`src/rtl/sd_mem_2p_flow.sv`:
```
// Two-port RAM: byte-enabled write port, srdy/drdy read request channel and an
// in-order return buffer sized so that p_drdy backpressure can never drop data.
module sd_mem_2p_flow #(
  parameter int width   = 32,
  parameter int depth   = 64,
  parameter int addr_sz = $clog2(depth),
  parameter int rd_lat  = 1,
  parameter int be_sz   = width / 8
) (
  input  logic               clk,
  input  logic               reset_n,
  input  logic               wr_en,
  input  logic [addr_sz-1:0] wr_addr,
  input  logic [be_sz-1:0]   wr_be,
  input  logic [width-1:0]   d_in,
  input  logic               rd_srdy,
  output logic               rd_drdy,
  input  logic [addr_sz-1:0] rd_addr,
  output logic               p_srdy,
  input  logic               p_drdy,
  output logic [width-1:0]   p_data
);

  localparam int cap   = rd_lat + 1;
  localparam int ptr_w = $clog2(cap);
  localparam int cnt_w = $clog2(cap + 1);
  localparam logic [addr_sz:0] depth_lim = (addr_sz + 1)'(depth);

  logic [width-1:0] mem_q [depth];

  logic             wr_ok, rd_ok, acc, pop, push;
  logic [width-1:0] rd_word, push_data;

  logic [width-1:0] buf_q [cap];
  logic [width-1:0] buf_d [cap];
  logic [ptr_w-1:0] wptr_q, wptr_d, rptr_q, rptr_d;
  logic [cnt_w-1:0] fcnt_q, fcnt_d, cnt_q, cnt_d;
  logic             rd_drdy_q, rd_drdy_d, p_srdy_q, p_srdy_d;

  function automatic logic [ptr_w-1:0] nxt(input logic [ptr_w-1:0] p);
    return (p == ptr_w'(cap - 1)) ? '0 : p + ptr_w'(1);
  endfunction

  always_comb begin
    wr_ok = {1'b0, wr_addr} < depth_lim;
    rd_ok = {1'b0, rd_addr} < depth_lim;
    acc   = rd_srdy & rd_drdy_q;
    pop   = p_srdy_q & p_drdy;
  end

  always_ff @(posedge clk) begin
    if (wr_en && wr_ok)
      for (int unsigned i = 0; i < be_sz; i++)
        if (wr_be[i]) mem_q[wr_addr][8*i +: 8] <= d_in[8*i +: 8];
  end

  // Write-first: a read accepted alongside a write to the same word sees the merged bytes.
  always_comb begin
    rd_word = '0;
    if (rd_ok) begin
      rd_word = mem_q[rd_addr];
      if (wr_en && wr_ok && (wr_addr == rd_addr))
        for (int unsigned i = 0; i < be_sz; i++)
          if (wr_be[i]) rd_word[8*i +: 8] = d_in[8*i +: 8];
    end
  end

  if (rd_lat == 1) begin : g_lat1
    always_comb begin
      push      = acc;
      push_data = rd_word;
    end
  end else begin : g_lat2
    logic             stg_vld_q, stg_vld_d;
    logic [width-1:0] stg_dat_q, stg_dat_d;

    always_comb begin
      stg_vld_d = acc;
      stg_dat_d = acc ? rd_word : stg_dat_q;
      push      = stg_vld_q;
      push_data = stg_dat_q;
    end

    always_ff @(posedge clk or negedge reset_n) begin
      if (!reset_n) begin
        stg_vld_q <= 1'b0;
        stg_dat_q <= '0;
      end else begin
        stg_vld_q <= stg_vld_d;
        stg_dat_q <= stg_dat_d;
      end
    end
  end

  // The outstanding count covers the pipeline stage as well as the buffer, so a
  // buffer of cap entries can always absorb whatever is in flight.
  always_comb begin
    buf_d  = buf_q;
    wptr_d = wptr_q;
    rptr_d = rptr_q;
    if (push) begin
      buf_d[wptr_q] = push_data;
      wptr_d        = nxt(wptr_q);
    end
    if (pop) rptr_d = nxt(rptr_q);
    fcnt_d    = fcnt_q + cnt_w'(push) - cnt_w'(pop);
    cnt_d     = cnt_q + cnt_w'(acc) - cnt_w'(pop);
    rd_drdy_d = cnt_d < cnt_w'(cap);
    p_srdy_d  = fcnt_d != '0;
  end

  always_ff @(posedge clk or negedge reset_n) begin
    if (!reset_n) begin
      buf_q     <= '{default: '0};
      wptr_q    <= '0;
      rptr_q    <= '0;
      fcnt_q    <= '0;
      cnt_q     <= '0;
      rd_drdy_q <= 1'b1;
      p_srdy_q  <= 1'b0;
    end else begin
      buf_q     <= buf_d;
      wptr_q    <= wptr_d;
      rptr_q    <= rptr_d;
      fcnt_q    <= fcnt_d;
      cnt_q     <= cnt_d;
      rd_drdy_q <= rd_drdy_d;
      p_srdy_q  <= p_srdy_d;
    end
  end

  always_comb begin
    rd_drdy = rd_drdy_q;
    p_srdy  = p_srdy_q;
    p_data  = buf_q[rptr_q];
  end

endmodule
```
`config.mk`:
```
export PLATFORM = sky130hd
export DESIGN_NAME = sd_mem_2p_flow
export DESIGN_NICKNAME = d
export VERILOG_FILES = /design/src/rtl/sd_mem_2p_flow.sv
export SDC_FILE = /design/constraint.sdc
export NUM_CORES = 2
export LEC_CHECK = 0
export BUFFER_PORTS_ARGS = -buffer_cell sky130_fd_sc_hd__buf_4
export CAP_MARGIN = 10
export CORE_UTILIZATION = 35
export DETAILED_ROUTE_END_ITERATION = 6
export GPL_ROUTABILITY_DRIVEN = 0
export HOLD_SLACK_MARGIN = 0.03
export SLEW_MARGIN = 15
export SYNTH_ARGS = -nofsm -noshare
export SYNTH_HDL_FRONTEND = slang
export SYNTH_SLANG_ARGS = --single-unit
export TNS_END_PERCENT = 50
```
`constraint.sdc`:
```
create_clock -name clk -period 2.6 [get_ports clk]
set_input_delay 0.26 -clock clk [delete_from_list [all_inputs] [get_ports clk]]
set_output_delay 0.26 -clock clk [all_outputs]
set_load 0.05 [all_outputs]
```
== After elaboration in Yosys (flattened, before gate mapping) ==
Memories as Yosys holds them, arrays and structs flattened.
Cells that the tools add are included.
Widths: inputs -> output; s select.

* Output and inout bits: 34
* Bits in read-only memories: 0
* Bits of input ports: 53
* Memory bits (writable): 2048
* Memories kept: 1
* Bits in latches: 0
* Flip-flop bits (word level): 72

* Bitwise operators: 4
* Div/mod/pow operators: 0
* Shifts and indexed selects: 0
* Multipliers: 0
* Reduce and logical (&&, ||, !) cells: 3
* $add $sub $neg: 6
* Equal/unequal tests: 1
* Order comparisons: 4
* Muxes and demuxes: 25

{| class="wikitable"
|+ Memory list
! name !! depth !! width !! rd ports !! clocked after memory_dff !! wr ports !! line !! RTL
|-
| mem_q || 64 || 32 || 1 || 0 || 1 || 29 || <nowiki>logic [width-1:0] mem_q [depth];</nowiki>
|}

{| class="wikitable"
|+ Operators by type and width
! kind !! count
|-
| $mux 32 || 5
|-
| $bwmux 64 || 1
|-
| $demux 32 s1 || 1
|-
| $mux 8 || 4
|-
| $mux 1 || 14
|-
| $eq 6x6->1 || 1
|-
| $add 2x1->2 || 2
|-
| $ge 2x2->1 const B || 2
|-
| $not 1->2 || 2
|-
| $sub 2x1->2 || 2
|-
| $add 1x1->1 const B || 2
|-
| $and 1x1->1 || 2
|-
| $logic_and 1x1->1 || 2
|-
| $lt 2x1->1 const B || 1
|-
| $lt 2x2->1 const B || 1
|-
| $reduce_bool 2->1 || 1
|}

== Logic depth before layout (Yosys ltp) ==
* Depth after elaboration: 6
* Depth in mapped cells: 10
* Depth with buffers taken out: 7

== Least setup slack after synthesis ==
No wires, ideal clock.

* Path kind: input port to flip-flop
* Start point: input wr_addr[2]
* End point: memory mem_q[12][0] (enable)
* Path slack: 0.658 ns
* Arrival: 1.571 ns
* Data required time: 2.230 ns
* Library setup time: 0.370 ns
* Cell stages on the path: 4
* Buffers on the path: 1
* Cell sequence: buf_2 -> nor3b_1 -> nand2_1 -> nor2_1

{| class="wikitable"
|+ RTL lines
! item !! line !! RTL
|-
| from (decl) || 13 || <nowiki>input logic [addr_sz-1:0] wr_addr,</nowiki>
|-
| to (decl) || 29 ||
|}

No word-level cell before the write port.

== Worst setup path in the final report ==
* Start point: register rptr_q
* End point: output p_data[7]

* Word-level cells in the longest chain between the ends: 4

{| class="wikitable"
|+ Ends and longest elaborated chain
! item !! line !! RTL
|-
| from (decl) || 36 || <nowiki>logic [ptr_w-1:0] wptr_q, wptr_d, rptr_q, rptr_d;</nowiki>
|-
| from (signal assigned) || 124 || <nowiki>rptr_q <= rptr_d;</nowiki>
|-
| $not 1->2 (not written as such) || 135 || <nowiki>p_data = buf_q[rptr_q];</nowiki>
|-
| $mux 32 (not written as such) (3 in series) || 135 ||
|-
| to (decl) || 21 || <nowiki>output logic [width-1:0] p_data</nowiki>
|}

No other way between the ends. The select of a mux whose other input is x is not followed.

==> metrics <==
initial DRC count 4534; violated checks DRC; clock slew at reported path FFs 0.06 ns; Startpoint Class flop; P_sw 18.72 mW; met2 routed WL 109100 µm; Setup Viol. Count Final 0; CP max-delay cell mux2_2; Reg area 63300 µm²; crit path DAT 2.21 ns; die area 242000 µm²; asr flop ratio synth 3.396%; clk_lat worst skew 0.85 ns; Critical Path End Type output pin; yosys synthesis warning count 0; measured slew at the worst slew-check pin 1.186 ns; CTS tree built; Comb power frac 10.8%; multi-input logic area 19020 µm²; PwrDens 780.8 nW/µm²; largest net degree at the start of global routing 93; critical-path cell list buf_12 -> mux2_2 -> buf_4; CTS Buf Count 208; CP top delay family multiplexers; global-route wire length before repair 328400 µm; IR drop worst, VDD 0.0006330 V; root buffer cell clkbuf_16; total power 76.72 mW; Worst Setup EP p_data[7]; #FFs+latches synth 2120; # nets final 5503; number of port buffers 86; outcome finished with violations; Main synth FF type edfxtp_1; share of cells above drive strength 1 15.45%; core area 238300 µm²; CP Max Fanout 21; final period utilization 94.87%; highest metal used met5; Die Y 492.0 µm; DP Area 91060 µm²; Slew Viols, Final 0; CP peak stage delay 0.47 ns; final WL 228700 µm; MaxCap Viol Count 0; vias 46470; FF-to-FF End buf_q[62]; WL met1 97000 µm; Final min period 2.467 ns; Via density 5.283; antenna violations before repair 6; Worst Setup Path Type reg -> out; Overall Global Routing Usage 18.59%; Ports 87; f_max 0.4054 GHz; Rel. slew slack 20.73%; Syn Area/Cell 16.82 µm²; internal power 58.01 mW; cell row count 179; Cell Area, Synth 84020 µm²; area grow syn2layout 16.94%; CTS Buffer Depth 3; WP data required 2.34 ns; sequential power share 50.1%; Crit path depth 3; Leak 34.20 nW; # fillers 21350; Synth Instances 4996; # DRC 21; Final Hold Viols 0; Finished Cell Area 98260 µm²; htree depth 4; DP HPWL 149800 µm; Max Clock Skew 0.04226 ns; post-synthesis net count 5053; remaining global-route overflow 0; initial core utilization 35.26%; CTS Sinks 2120; first-pass iteration count of the detailed router 7; flop2flop setup slack 0.53 ns; sequential share of the synthesized area 75.34%; clock power share 39.1%; Die X 492.0 µm; switch share 24.39%; Distinct cells, synth 35; Routed WL per cell 26.00 µm; RSZ-0062 raised after global routing no; min-delay worst type in -> reg; vias in the first global route 46140; met3 WL 14350 µm; EDFF count, synth 2048; critical path startpoint rptr_q; worst path buffer plus inverter count 2; post-route ant nets 0; reg2reg start mem_q[29][30]; FF-to-FF path depth 7
-- stage by stage --
step | hold slack [ns] | utilization [%] | setup TNS, ns | setup slack [ns] | cells
global route | 0.2167 | 41.23 | 0 | 0.08737 | 8794
finish | 0.1977 | 41.23 | 0 | 0.1333 | 8797
detailed placement | 0.3110 | 38.21 | -3.757 | -0.2885 | 8367
floorplan | -0.03559 | - | 0 | 0.6585 | 4996
CTS | 0.1719 | 41.23 | 0 | 0.06143 | 8792
global placement | 0.3032 | 38.21 | -3.701 | -0.3064 | 8367
-- per-layer routing --
metal	GRT usage (%)	vias up
met1	24.89	23950
met3	3.246	375
li1	-	20570
met2	30.37	1569
met4	6.550	4
met5	0	-
-- cells by family after synthesis --
family                     count (synthesis)  synth area share [%]
DFF                                     2120                 75.34
muxes                                   1056                 12.63
AOI/OAI and AO/OA                        748                 5.927
and+or+nand+nor                          734                 3.799
buffers and inverters                    322                 2.116
xor gates and xnor gates                  12                0.1340
adders and majority gates                  4               0.05957
-- cell type report --
| cell class | count | share of cell area, % |
|---|---|---|
| clock buffer | 279 | 5.724 |
| timing repair buffer | 556 | 5.200 |
| inverter | 6 | 0.02292 |
| antenna | 5 | 0.01273 |
| sequential | 2120 | 64.42 |
| multi-input combinational | 2554 | 19.36 |
| tap | 3167 | 4.033 |
| clock inverter | 110 | 1.224 |
-- tightest hold or removal path, stage by stage --
cell     delay, ns
buf_4         0.08
nand2_2       0.06
buf_12        0.18
nor2_1        0.13
buf_4         0.19
-- registers in the layout (all words and copies together), names as in the netlist --
| name | count |
|---|---|
| mem_q | 2048 |
| buf_q | 64 |
| cnt_q | 2 |
| fcnt_q | 2 |
| p_srdy | 1 |
| rd_drdy | 1 |
| rptr_q | 1 |
| wptr_q | 1 |
-- layout by cell type (no fill, tap or decap), types with 66 or more instances in the layout --
master	count
a21oi_1	212
a22oi_1	460
buf_12	66
buf_4	453
clkbuf_16	210
dfrtp_1	70
edfxtp_1	2048
mux2i_1	1024
nand2_1	192
nand3_1	116
nor2_1	326
-- worst min-delay path by stage --
stage	depth (start not counted)	slack (ns)	startpoint	end
after floorplan	0	-0.04	reset_n	buf_q[0]
after global placement	2	0.30	reset_n	cnt_q[1]
after detailed placement	2	0.31	reset_n	wptr_q
after CTS	5	0.17	wr_be[3]	mem_q[46][30]
after global routing	5	0.22	wr_be[3]	mem_q[34][25]
final	5	0.20	wr_be[3]	mem_q[46][30]
-- power groups by stage --
stage / logic [mW] / registers, mW / clock network [mW]
2_1_floorplan: 4.63 / 39.1 / 0
3_3_place_gp: 8.23 / 39.1 / 0
3_5_place_dp: 8.29 / 39.2 / 0
4_1_cts: 8.38 / 38.5 / 30.4
5_1_grt: 8.67 / 38.5 / 31.7
6_report: 8.27 / 38.5 / 30.0
-- what timing repair did --
action | CTS | global route
resized for setup | 1 | 0
hold buffers | 36 | 0
buffers inserted | 0 | 0
endpoints found under the hold margin | 1455 | 0
setup endpoints to repair | 1 | 0
-- Yosys cell counts, types with 28 or more instances --
cell type | instances | area, µm²
clkbuf_1 | 98 | 367.9
mux2_2 | 32 | 360.4
buf_1 | 40 | 150.1
nand4_1 | 28 | 175.2
nor4_1 | 32 | 200.2
buf_2 | 74 | 370.4
nand3_1 | 116 | 580.6
nand2_1 | 197 | 739.5
dfrtp_1 | 71 | 1777
mux2i_1 | 1024 | 10250
a22oi_1 | 460 | 3453
edfxtp_1 | 2048 | 61500
a31oi_1 | 64 | 400.4
buf_4 | 81 | 608.1
nor2_1 | 329 | 1235
a21oi_1 | 212 | 1061
(Power assumes the default switching activity.)
